==> src/rtl/mpsoc_uart_wb_pkg.sv <==
// Shared constants for the Wishbone UART receive path: trigger encodings,
// RX FIFO head field layout and timeout FSM state encodings.
package mpsoc_uart_wb_pkg;

    localparam logic [1:0] TRIG_1  = 2'b00;
    localparam logic [1:0] TRIG_4  = 2'b01;
    localparam logic [1:0] TRIG_8  = 2'b10;
    localparam logic [1:0] TRIG_14 = 2'b11;

    localparam logic [7:0] LVL_1  = 8'd1;
    localparam logic [7:0] LVL_4  = 8'd4;
    localparam logic [7:0] LVL_8  = 8'd8;
    localparam logic [7:0] LVL_14 = 8'd14;

    localparam int HEAD_DATA_LSB = 3;
    localparam int HEAD_BI       = 2;
    localparam int HEAD_PE       = 1;
    localparam int HEAD_FE       = 0;

    typedef logic [1:0] to_state_t;
    localparam to_state_t TO_IDLE  = 2'd0;
    localparam to_state_t TO_COUNT = 2'd1;
    localparam to_state_t TO_FIRED = 2'd2;

    function automatic logic [7:0] rx_trig_level(input logic [1:0] trig);
        logic [7:0] lvl;
        case (trig)
            TRIG_1:  lvl = LVL_1;
            TRIG_4:  lvl = LVL_4;
            TRIG_8:  lvl = LVL_8;
            TRIG_14: lvl = LVL_14;
            default: lvl = LVL_1;
        endcase
        return lvl;
    endfunction

endpackage

==> src/rtl/peripheral_uart_rx_timeout_wb.sv <==
// Character-timeout detector: counts idle bit periods while the RX FIFO holds
// data and raises int_cti once TO_CHARS frames pass with no push or pop.
module peripheral_uart_rx_timeout_wb
    import mpsoc_uart_wb_pkg::*;
#(
    parameter int TO_CHARS = 4
) (
    input  logic       clk,
    input  logic       wb_rst_i,
    input  logic       clr,
    input  logic       count_nz,
    input  logic       bit_tick,
    input  logic       rx_push,
    input  logic       fifo_pop,
    input  logic [3:0] frame_bits,
    output logic       int_cti
);

    to_state_t   state_q, state_d;
    logic [5:0]  cnt_q, cnt_d;
    logic [3:0]  frame_c_s;
    logic [5:0]  thr_s;
    logic        activity_s;

    // Threshold in bit periods, with out-of-range frame lengths treated as 12.
    always_comb begin
        if ((frame_bits < 4'd7) || (frame_bits > 4'd12)) begin
            frame_c_s = 4'd12;
        end else begin
            frame_c_s = frame_bits;
        end
        thr_s      = 6'(TO_CHARS) * {2'b00, frame_c_s};
        activity_s = rx_push | fifo_pop;
    end

    // Next-state and counter logic; a FIFO reset overrides everything.
    always_comb begin
        state_d = state_q;
        cnt_d   = cnt_q;
        if (clr) begin
            state_d = TO_IDLE;
            cnt_d   = 6'd0;
        end else begin
            case (state_q)
                TO_IDLE: begin
                    cnt_d = 6'd0;
                    if (count_nz) begin
                        state_d = TO_COUNT;
                    end else begin
                        state_d = TO_IDLE;
                    end
                end
                TO_COUNT: begin
                    if (!count_nz) begin
                        state_d = TO_IDLE;
                        cnt_d   = 6'd0;
                    end else if (activity_s) begin
                        cnt_d = 6'd0;
                    end else if (bit_tick) begin
                        if (cnt_q == (thr_s - 6'd1)) begin
                            state_d = TO_FIRED;
                        end else begin
                            state_d = TO_COUNT;
                        end
                        cnt_d = (cnt_q == 6'h3F) ? cnt_q : (cnt_q + 6'd1);
                    end else begin
                        cnt_d = cnt_q;
                    end
                end
                TO_FIRED: begin
                    if (!count_nz) begin
                        state_d = TO_IDLE;
                        cnt_d   = 6'd0;
                    end else if (activity_s) begin
                        state_d = TO_COUNT;
                        cnt_d   = 6'd0;
                    end else begin
                        state_d = TO_FIRED;
                    end
                end
                default: begin
                    state_d = TO_IDLE;
                    cnt_d   = 6'd0;
                end
            endcase
        end
    end

    // State and counter registers.
    always_ff @(posedge clk or posedge wb_rst_i) begin
        if (wb_rst_i) begin
            state_q <= TO_IDLE;
            cnt_q   <= 6'd0;
        end else begin
            state_q <= state_d;
            cnt_q   <= cnt_d;
        end
    end

    assign int_cti = (state_q == TO_FIRED);

endmodule

==> src/rtl/peripheral_uart_rx_ctrl_wb.sv <==
// RX FIFO sequencing for the Wishbone UART: RBR/LSR read handling, sticky LSR
// error bits and the three receive interrupt sources.
module peripheral_uart_rx_ctrl_wb
    import mpsoc_uart_wb_pkg::*;
#(
    parameter int FIFO_DEPTH     = 16,
    parameter int FIFO_COUNTER_W = 5,
    parameter int TO_CHARS       = 4
) (
    input  logic                      clk,
    input  logic                      wb_rst_i,
    input  logic                      rbr_rd,
    input  logic                      lsr_rd,
    input  logic [1:0]                fcr_trig,
    input  logic                      fcr_rx_reset,
    input  logic [3:0]                frame_bits,
    input  logic                      bit_tick,
    input  logic                      rx_push,
    input  logic [FIFO_COUNTER_W-1:0] fifo_count,
    input  logic [10:0]               fifo_head,
    input  logic                      fifo_overrun,
    output logic                      fifo_pop,
    output logic                      fifo_reset,
    output logic                      fifo_reset_status,
    output logic [7:0]                rbr_data,
    output logic                      lsr_dr,
    output logic                      lsr_oe,
    output logic                      lsr_pe,
    output logic                      lsr_fe,
    output logic                      lsr_bi,
    output logic                      lsr_rfe,
    output logic                      int_rda,
    output logic                      int_cti,
    output logic                      int_rls
);

    logic       count_nz_s, pop_s;
    logic [7:0] level_s, count_ext_s;
    logic       set_pe_s, set_fe_s, set_bi_s;
    logic [7:0] rbr_data_q, rbr_data_d;
    logic       fifo_reset_q, fifo_reset_d;
    logic       pe_q, pe_d, fe_q, fe_d, bi_q, bi_d;
    logic       rfe_q, rfe_d;
    logic       head_masked_q, head_masked_d;

    // Occupancy decode and trigger level, capped at the FIFO capacity.
    always_comb begin
        count_nz_s  = (fifo_count != '0);
        pop_s       = rbr_rd & count_nz_s;
        count_ext_s = 8'(fifo_count);
        level_s     = rx_trig_level(fcr_trig);
        if (level_s > 8'(FIFO_DEPTH)) begin
            level_s = 8'(FIFO_DEPTH);
        end else begin
            level_s = level_s;
        end
    end

    // Error flags from the head entry; a head already reported via LSR is masked.
    always_comb begin
        set_pe_s = count_nz_s & fifo_head[HEAD_PE] & ~head_masked_q;
        set_fe_s = count_nz_s & fifo_head[HEAD_FE] & ~head_masked_q;
        set_bi_s = count_nz_s & fifo_head[HEAD_BI] & ~head_masked_q;
    end

    // Next values for RBR holding register, reset strobe and sticky LSR bits.
    always_comb begin
        rbr_data_d   = pop_s ? fifo_head[10:HEAD_DATA_LSB] : rbr_data_q;
        fifo_reset_d = fcr_rx_reset;
        if (fifo_reset_q) begin
            pe_d          = 1'b0;
            fe_d          = 1'b0;
            bi_d          = 1'b0;
            rfe_d         = 1'b0;
            head_masked_d = 1'b0;
        end else begin
            pe_d  = lsr_rd ? 1'b0 : (pe_q | set_pe_s);
            fe_d  = lsr_rd ? 1'b0 : (fe_q | set_fe_s);
            bi_d  = lsr_rd ? 1'b0 : (bi_q | set_bi_s);
            rfe_d = lsr_rd ? (pe_d | fe_d | bi_d)
                           : (rfe_q | set_pe_s | set_fe_s | set_bi_s);
            // A head change unseen by the host must be evaluated even if LSR was read.
            if (pop_s || (rx_push && !count_nz_s)) begin
                head_masked_d = 1'b0;
            end else if (lsr_rd) begin
                head_masked_d = 1'b1;
            end else begin
                head_masked_d = head_masked_q;
            end
        end
    end

    // Control registers.
    always_ff @(posedge clk or posedge wb_rst_i) begin
        if (wb_rst_i) begin
            rbr_data_q    <= 8'h00;
            fifo_reset_q  <= 1'b0;
            pe_q          <= 1'b0;
            fe_q          <= 1'b0;
            bi_q          <= 1'b0;
            rfe_q         <= 1'b0;
            head_masked_q <= 1'b0;
        end else begin
            rbr_data_q    <= rbr_data_d;
            fifo_reset_q  <= fifo_reset_d;
            pe_q          <= pe_d;
            fe_q          <= fe_d;
            bi_q          <= bi_d;
            rfe_q         <= rfe_d;
            head_masked_q <= head_masked_d;
        end
    end

    peripheral_uart_rx_timeout_wb #(
        .TO_CHARS (TO_CHARS)
    ) u_timeout (
        .clk        (clk),
        .wb_rst_i   (wb_rst_i),
        .clr        (fifo_reset_q),
        .count_nz   (count_nz_s),
        .bit_tick   (bit_tick),
        .rx_push    (rx_push),
        .fifo_pop   (pop_s),
        .frame_bits (frame_bits),
        .int_cti    (int_cti)
    );

    assign fifo_pop          = pop_s;
    assign fifo_reset        = fifo_reset_q;
    assign fifo_reset_status = lsr_rd;
    assign rbr_data          = rbr_data_q;
    assign lsr_dr            = count_nz_s;
    assign lsr_oe            = fifo_overrun;
    assign lsr_pe            = pe_q;
    assign lsr_fe            = fe_q;
    assign lsr_bi            = bi_q;
    assign lsr_rfe           = rfe_q;
    assign int_rda           = count_nz_s & (count_ext_s >= level_s);
    assign int_rls           = fifo_overrun | pe_q | fe_q | bi_q;

endmodule

==> config.mk <==
export PLATFORM = sky130hd
export DESIGN_NAME = peripheral_uart_rx_ctrl_wb
export DESIGN_NICKNAME = d
export VERILOG_FILES = /design/src/rtl/mpsoc_uart_wb_pkg.sv /design/src/rtl/peripheral_uart_rx_timeout_wb.sv /design/src/rtl/peripheral_uart_rx_ctrl_wb.sv
export SDC_FILE = /design/constraint.sdc
export NUM_CORES = 1
export LEC_CHECK = 0
export BUFFER_PORTS_ARGS = -buffer_cell sky130_fd_sc_hd__buf_2
export CAP_MARGIN = 10
export CORE_MARGIN = 1.5
export CORE_UTILIZATION = 48
export DETAILED_ROUTE_END_ITERATION = 10
export MAX_ROUTING_LAYER = met4
export PLACE_DENSITY = 0.85
export SYNTH_ARGS = -nofsm -noshare
export SYNTH_HDL_FRONTEND = slang
export SYNTH_SLANG_ARGS = --single-unit
==> constraint.sdc <==
create_clock -name clk -period 1.78 [get_ports clk]
set_input_delay 0.356 -clock clk [delete_from_list [all_inputs] [get_ports clk]]
set_output_delay 0.356 -clock clk [all_outputs]
set_load 0.1 [all_outputs]
==> results of run 1 <==
[flip-flops by register name (all words and copies together), names as in the netlist]
signal	flops
rbr_data	8
u_timeout.cnt_q	6
u_timeout.state_q	2
fifo_reset	1
head_masked_q	1
lsr_bi	1
lsr_fe	1
lsr_pe	1
lsr_rfe	1
[cell usage in the layout, fill, tap and decap left out, drive strengths merged, types with 4 or more instances in the layout]
master  instances
a21oi          10
inv             6
ha              6
xnor2           5
o21ai          10
nor3            6
dfrtp          22
nand2           8
nor2           14
buf            68
mux2            8
clkbuf          4
[logic make-up after synthesis]
logic type / count (synthesis) / share of synthesized area, %
fa+ha+maj: 6 / 5.91
flops: 22 / 43.3
buf+inv: 9 / 3.84
simple gates: 50 / 21.4
compound gates: 29 / 14.4
xor+xnor: 6 / 4.13
mux: 8 / 7.09
[worst min-delay path by stage]
stage	startpoint	end	slack, ns	cells after the start
6_report	wb_rst_i	rbr_data[4]	0.05	3
5_1_grt	wb_rst_i	u_timeout.state_q[1]	0.07	3
4_1_cts	wb_rst_i	rbr_data[3]	0.06	3
3_5_place_dp	wb_rst_i	rbr_data[3]	0.41	3
3_3_place_gp	wb_rst_i	rbr_data[3]	0.40	3
2_1_floorplan	wb_rst_i	head_masked_q	0.34	1
[critical path, stage by stage]
cell	delay (ns)
sky130_fd_sc_hd__buf_8	0.10
sky130_fd_sc_hd__nor2_4	0.11
sky130_fd_sc_hd__ha_4	0.20
sky130_fd_sc_hd__nand2b_4	0.15
sky130_fd_sc_hd__a21oi_4	0.15
sky130_fd_sc_hd__nor2b_2	0.06
sky130_fd_sc_hd__o21ai_2	0.18
sky130_fd_sc_hd__a21oi_4	0.09
sky130_fd_sc_hd__buf_12	0.17
[metal layers]
layer  wire length (um)  global-route usage (%)  part of all wire, %  vias to the layer above
met5                  0                       -                    0                        -
met1               1320                    27.4                   35                      628
met2               2080                    47.8                   56                       56
met3                151                    4.10                  4.0                       16
met4                185                    17.1                  4.9                        0
li1                   -                       -                    -                      601
[final cells by class]
cell class / count / area (um2)
repair buffers: 68 / 489
multi-input cells: 99 / 766
fillers: 151 / 589
clock buffers: 4 / 36.3
flip-flops and latches: 22 / 557
inverters: 6 / 25.0
well taps: 30 / 37.5
[power by group]
| part | switching (mW) | internal, mW | total [mW] |
|---|---|---|---|
| registers | 0.0173 | 0.529 | 0.546 |
| clock network | 0.164 | 0.125 | 0.290 |
| logic | 0.380 | 0.162 | 0.541 |
[stage by stage]
stage	setup slack (ns)	hold WS [ns]	setup TNS [ns]	util, %
finish	-0.147	0.0459	-0.232	76.4
global route	-0.193	0.0701	-0.388	76.4
CTS	-0.181	0.0578	-0.224	72.8
detailed placement	-0.324	0.406	-1.37	67.4
global placement	-0.192	0.395	-0.773	67.4
floorplan	-0.162	0.345	-0.261	-
[repair_timing]
item	4_1_cts	5_1_grt
gates cloned	0	0
setup buffers	3	2
gates resized for setup	21	19
pin swaps	8	10
setup endpoints to repair	5	10
==> results.tsv, run 1 <==
stage	metric	value	unit
floorplanning	starting density of the core	50.9	%
power	Cell Pwr Density	721	mW/mm2
timing	number of max-slew violations in the final report	0	
global_route	global-route wire length before repair	5400	um
final_layout	number of standard cells in the final layout excluding fillers	229	
worst_setup_path	start-to-end type of the worst setup path	in2out	
final_layout	n_diodes	0	
yosys	share of synthesized registers carrying an async set or reset	100	%
clocking	quantity of hold-fixing buffers added after cts	0	
worst_setup_path	worst r2r dst	u_timeout.state_q[1]	
final_layout	Non-Filler Cell Area, Final	0.00191	mm2
yosys	Yosys reg bits	22	
worst_hold_path	worst min path class	in2async	
yosys	sequential cell area fraction in the yosys report	43.3	%
floorplanning	x dimension of the die	54.5	um
global_route	maximum number of pins on one net before global-route repair	23	
yosys	ranking of synthesized cells by area	sky130_fd_sc_hd__dfrtp_1 43%, sky130_fd_sc_hd__mux2_2 7.1%, sky130_fd_sc_hd__ha_1 5.9%	
timing	final clock skew	0.00231	ns
global_route	global route total overflow	0	
worst_setup_path	CP arrival	1.57	ns
worst_setup_path	end of the critical path	int_rda	
clocking	buffer levels on the longest clock path	2	
final_layout	area growth from synthesis to final layout	50.3	%
drt	count of routing violations after the opening detailed-route iteration	23	
power	leakage power	0.887	nW
clocking	buffer type at the clock tree root	sky130_fd_sc_hd__clkbuf_4	
yosys	number of warnings reported in the yosys synthesis log	0	
worst_setup_path	timing startpoint of the critical path	fcr_trig[0]	
final_layout	number of nets in the final layout	236	
timing	setup slack after layout	-0.147	ns
yosys	number of cells produced by synthesis	130	
global_route	vias in the first global route	1253	
yosys	Yosys top cell by area	sky130_fd_sc_hd__dfrtp_1	
worst_setup_path	reg2reg setup slack	0.02	ns
timing	normalized max-slew margin	66.5	%
clocking	clock sink count	22	
worst_setup_path	data required time at the worst endpoint	1.42	ns
yosys	average instance area after synthesis	9.78	um2
drt	Vias/cell	5.68	
clocking	total number of H-tree levels	1	
final_layout	fraction of final layout cells with drive strength greater than 1	54.3	%
drt	antenna violation net count after detailed routing	0	
yosys	cell area after technology mapping	0.00127	mm2
timing	maximum operating frequency	0.519	GHz
timing	unrepaired setup endpoints after global routing	true	
drt	drt total wl	3740	um
place	Buffers on Ports	49	
worst_setup_path	crit path capture type	output pin	
run_status	violated checks	negative setup slack	
place	cell total after placement	221	
timing	number of hold violations in the final report	0	
drt	total number of vias	1301	
power	Peak VDD IR	0.651	mV
power	Total Power	1.38	mW
drt	remaining design rule violation count	0	
timing	final period utilization	108	%
clocking	insertion delay to the later sink of the worst-skew pair	0.32	ns
place	global placement routability congestion	0.845	
clocking	clock-pin slew reported for the worst setup and hold paths after clock tree synthesis	0.13	ns
yosys	post-synth net total	166	
drt	number of detailed-route iterations in the first pass	4	
drt	drt wl/cell	16.3	um
timing	final critical-path required period	1.93	ns
job	max capacitance violation total	0	
worst_setup_path	startpoint kind of the worst setup timing path	input pin	
yosys	dominant register cell in the synthesized netlist	sky130_fd_sc_hd__dfrtp_1	
global_route	total global-route track usage	26.9	%
floorplanning	Die Outline Area	0.00297	mm2
timing	Setup violations, final	3	
clocking	clock tree from TritonCTS	done	
global_route	number of antenna violations at the first check in global routing	0	
worst_setup_path	highest net fanout along the worst path	3	
place	DP Area	0.00169	mm2
floorplanning	count of standard-cell rows	18	
yosys	leading post-synthesis cells by instance count	22 x sky130_fd_sc_hd__dfrtp_1, 13 x sky130_fd_sc_hd__nor2_1, 10 x sky130_fd_sc_hd__a21oi_1	
place	sum of net half-perimeters after detailed placement	2540	um
run_status	outcome	finished with violations	
yosys	most common cell in the synthesized netlist	sky130_fd_sc_hd__dfrtp_1	
floorplanning	number of top-level design ports	50	
worst_setup_path	launching point of the worst reg2reg path	u_timeout.cnt_q[5]	
floorplanning	core area	0.00250	mm2
worst_setup_path	R2R cell count	5	
yosys	Post-synth EDFFs	0	
yosys	fraction of post-synthesis cell area in the top cell type by area	43.3	%
clocking	number of clock buffers inserted by TritonCTS	3	
yosys	Unique masters post-synth	37	
timing	pin slew with the least headroom to its limit	0.507	ns
floorplanning	vertical extent of the die	54.5	um
Note: power is estimated with default switching activity, not from simulation.
==> inputs of run 2 (changes only) <==
--- a/config.mk
+++ b/config.mk
@@ -8,10 +8,11 @@
 export BUFFER_PORTS_ARGS = -buffer_cell sky130_fd_sc_hd__buf_2
 export CAP_MARGIN = 10
 export CORE_MARGIN = 1.5
-export CORE_UTILIZATION = 48
+export CORE_UTILIZATION = 51
+export CTS_CLUSTER_DIAMETER = 80
 export DETAILED_ROUTE_END_ITERATION = 10
 export MAX_ROUTING_LAYER = met4
-export PLACE_DENSITY = 0.85
+export PLACE_DENSITY = 0.83
 export SYNTH_ARGS = -nofsm -noshare
 export SYNTH_HDL_FRONTEND = slang
 export SYNTH_SLANG_ARGS = --single-unit
==> constraint.sdc (replaced) <==
create_clock -name clk -period 2.3 [get_ports clk]
set_input_delay 0.46 -clock clk [delete_from_list [all_inputs] [get_ports clk]]
set_output_delay 0.46 -clock clk [all_outputs]
set_load 0.1 [all_outputs]
==> run 2 against run 1 <==
Compared with the run above: power decreased by 28%; routed wire length down 28%; combinational power decreased by 34%; largest power group unchanged; the flow now finishes without violations.
==> results.tsv, run 2 (same netlist as run 1, synthesis figures left out) <==
stage	metric	value	unit
run_status	outcome	completed	
timing	unrepaired setup endpoints after global routing	false	
power	Internal Power	0.591	mW
place	cell total after placement	209	
final_layout	Multi-input gate area	687	um2
power	switching power of the nets	0.395	mW
clocking	buffer type at the clock tree root	sky130_fd_sc_hd__clkbuf_4	
final_layout	fill count	171	
timing	final clock skew	0.00122	ns
clocking	insertion delay to the later sink of the worst-skew pair	0.30	ns
floorplanning	number of top-level design ports	50	
final_layout	commonest cells after routing, fill and taps aside	48 x sky130_fd_sc_hd__buf_2, 22 x sky130_fd_sc_hd__dfrtp_1, 13 x sky130_fd_sc_hd__nor2_1, 9 x sky130_fd_sc_hd__a21oi_1	
drt	antenna violation net count after detailed routing	0	
worst_setup_path	highest net fanout along the worst path	3	
final_layout	fraction of final layout cells with drive strength greater than 1	39.5	%
global_route	number of antenna violations at the first check in global routing	0	
global_route	global-route wire length before repair	4740	um
drt	number of detailed-route iterations in the first pass	4	
final_layout	Non-Filler Cell Area, Final	0.00163	mm2
clocking	number of clock buffers inserted by TritonCTS	3	
final_layout	number of flip-flops under the largest register name	8	
place	Buffers on Ports	49	
final_layout	n_diodes	0	
final_layout	leading cell type in the layout, fill and taps excluded	sky130_fd_sc_hd__buf_2	
timing	Setup violations, final	0	
power	Total Power	0.986	mW
global_route	vias in the first global route	1187	
clocking	buffer levels on the longest clock path	2	
clocking	clock sink count	22	
clocking	total number of H-tree levels	1	
floorplanning	Die Outline Area	0.00280	mm2
job	max capacitance violation total	0	
global_route	GR Layer Usage met3	3.11	%
timing	number of max-slew violations in the final report	0	
clocking	clock-pin slew reported for the worst setup and hold paths after clock tree synthesis	0.12	ns
timing	normalized max-slew margin	46.9	%
power	leakage power	0.775	nW
clocking	clock tree from TritonCTS	done	
timing	setup slack after layout	0.127	ns
power	part of the power in combinational logic	36.2	%
timing	pin slew with the least headroom to its limit	0.796	ns
worst_setup_path	CP arrival	1.71	ns
final_layout	area growth from synthesis to final layout	28.1	%
drt	drt total wl	2680	um
timing	number of hold violations in the final report	0	
floorplanning	x dimension of the die	52.9	um
floorplanning	count of standard-cell rows	17	
place	worst slack after detailed placement	-0.0278	ns
power	share of total power consumed by net switching	40.0	%
timing	final period utilization	94.5	%
global_route	met2 track utilization from global routing	42.3	%
power	Cell Pwr Density	605	mW/mm2
power	part of the power in registers	42.8	%
clocking	Setup Fix Bufs, Post-CTS	0	
timing	final critical-path required period	2.17	ns
drt	drt wl/cell	12.6	um
worst_setup_path	startpoint kind of the worst setup timing path	input pin	
floorplanning	core area	0.00228	mm2
global_route	total global-route track usage	23.2	%
worst_setup_path	start-to-end type of the worst setup path	in2out	
global_route	maximum number of pins on one net before global-route repair	23	
worst_setup_path	data required time at the worst endpoint	1.84	ns
drt	remaining design rule violation count	0	
drt	total number of vias	1145	
floorplanning	starting density of the core	55.9	%
floorplanning	vertical extent of the die	52.9	um
final_layout	number of standard cells in the final layout excluding fillers	213	
place	global placement routability congestion	0.833	
worst_hold_path	worst min path class	in2reg	
global_route	met1 Resource Use GR	26.7	%
timing	maximum operating frequency	0.460	GHz
drt	Vias/cell	5.38	
power	Peak VDD IR	0.522	mV
place	DP Area	0.00159	mm2
place	sum of net half-perimeters after detailed placement	2210	um
global_route	Most Crowded Layer GR	met2	
clocking	quantity of hold-fixing buffers added after cts	0	
worst_setup_path	crit path capture type	output pin	
global_route	global route total overflow	0	
final_layout	number of nets in the final layout	222	
power	power share of the clock group	21.0	%
final_layout	FF+latch area	551	um2
drt	count of routing violations after the opening detailed-route iteration	6	
[run 2: changes by cell type in the layout (fill, tap and decap cells not counted), moves of 2 or more]
cell,change
sky130_fd_sc_hd__buf_12,-3
sky130_fd_sc_hd__buf_2,+9
sky130_fd_sc_hd__buf_4,-14
sky130_fd_sc_hd__buf_6,-5
sky130_fd_sc_hd__dfrtp_1,+5
sky130_fd_sc_hd__dfrtp_2,-5
sky130_fd_sc_hd__ha_1,+2
sky130_fd_sc_hd__inv_1,+2
sky130_fd_sc_hd__nor2b_1,+2
sky130_fd_sc_hd__nor2b_2,-2
sky130_fd_sc_hd__o21ai_0,+2
sky130_fd_sc_hd__o21ai_2,-2
[run 2: worst max-delay path: stages]
cell	delay (ns)
sky130_fd_sc_hd__buf_2	0.11
sky130_fd_sc_hd__nor2_1	0.11
sky130_fd_sc_hd__ha_1	0.23
sky130_fd_sc_hd__nand2b_1	0.14
sky130_fd_sc_hd__a21oi_1	0.16
sky130_fd_sc_hd__nor2b_1	0.08
sky130_fd_sc_hd__o21ai_2	0.16
sky130_fd_sc_hd__a21oi_4	0.09
sky130_fd_sc_hd__buf_12	0.17
[run 2: path summary, 6_finish.rpt]
check | startpoint | end | slack (ns) | depth (start not counted)
worst max-delay path | fcr_trig[0] | int_rda | 0.13 | 9
worst max register to register | u_timeout.cnt_q[5] | u_timeout.state_q[1] | 0.61 | 5
max in group asynchronous | wb_rst_i | lsr_fe | 1.52 | 2
min in group asynchronous | wb_rst_i | rbr_data[6] | 0.29 | 2
worst min register to register | rbr_data[4] | rbr_data[4] | 0.53 | 1
worst min-delay path | fcr_rx_reset | fifo_reset | 0.26 | 1
[run 2: metal layers]
layer,wire (um),share of wire (%),vias up
li1,-,-,578
met1,1130,42,538
met2,1440,54,27
met3,110,4.1,2
met4,7,0.26,0
met5,0,0,-
[run 2: power groups by stage]
| stage | registers (mW) | clock network, mW | logic [mW] |
|---|---|---|---|
| floorplan | 0.574 | 0 | 0.127 |
| global placement | 0.428 | 0 | 0.349 |
| detailed placement | 0.430 | 0 | 0.357 |
| CTS | 0.423 | 0.212 | 0.358 |
| global route | 0.426 | 0.222 | 0.378 |
| finish | 0.422 | 0.207 | 0.357 |
[run 2: timing repair]
item                                   4_1_cts  5_1_grt
endpoints found under the hold margin        0        0
pin swaps                                    0        0
gates resized for setup                      1        1
setup endpoints to repair                    1        1
[run 2: cell type report]
| type | count | area share [%] |
|---|---|---|
| clock buffers | 4 | 2.23 |
| inverters | 6 | 1.38 |
| multi-input cells | 99 | 42.2 |
| flip-flops and latches | 22 | 33.8 |
| well taps | 28 | 2.15 |
| repair buffers | 54 | 18.3 |
[run 2: stage by stage]
stage	hold slack [ns]	util, %	TNS [ns]
6_report	0.261	71.6	0
5_1_grt	0.253	71.6	0
4_1_cts	0.258	71.4	0
3_5_place_dp	0.501	69.8	-0.0278
3_3_place_gp	0.487	69.8	0
2_1_floorplan	0.449	-	0
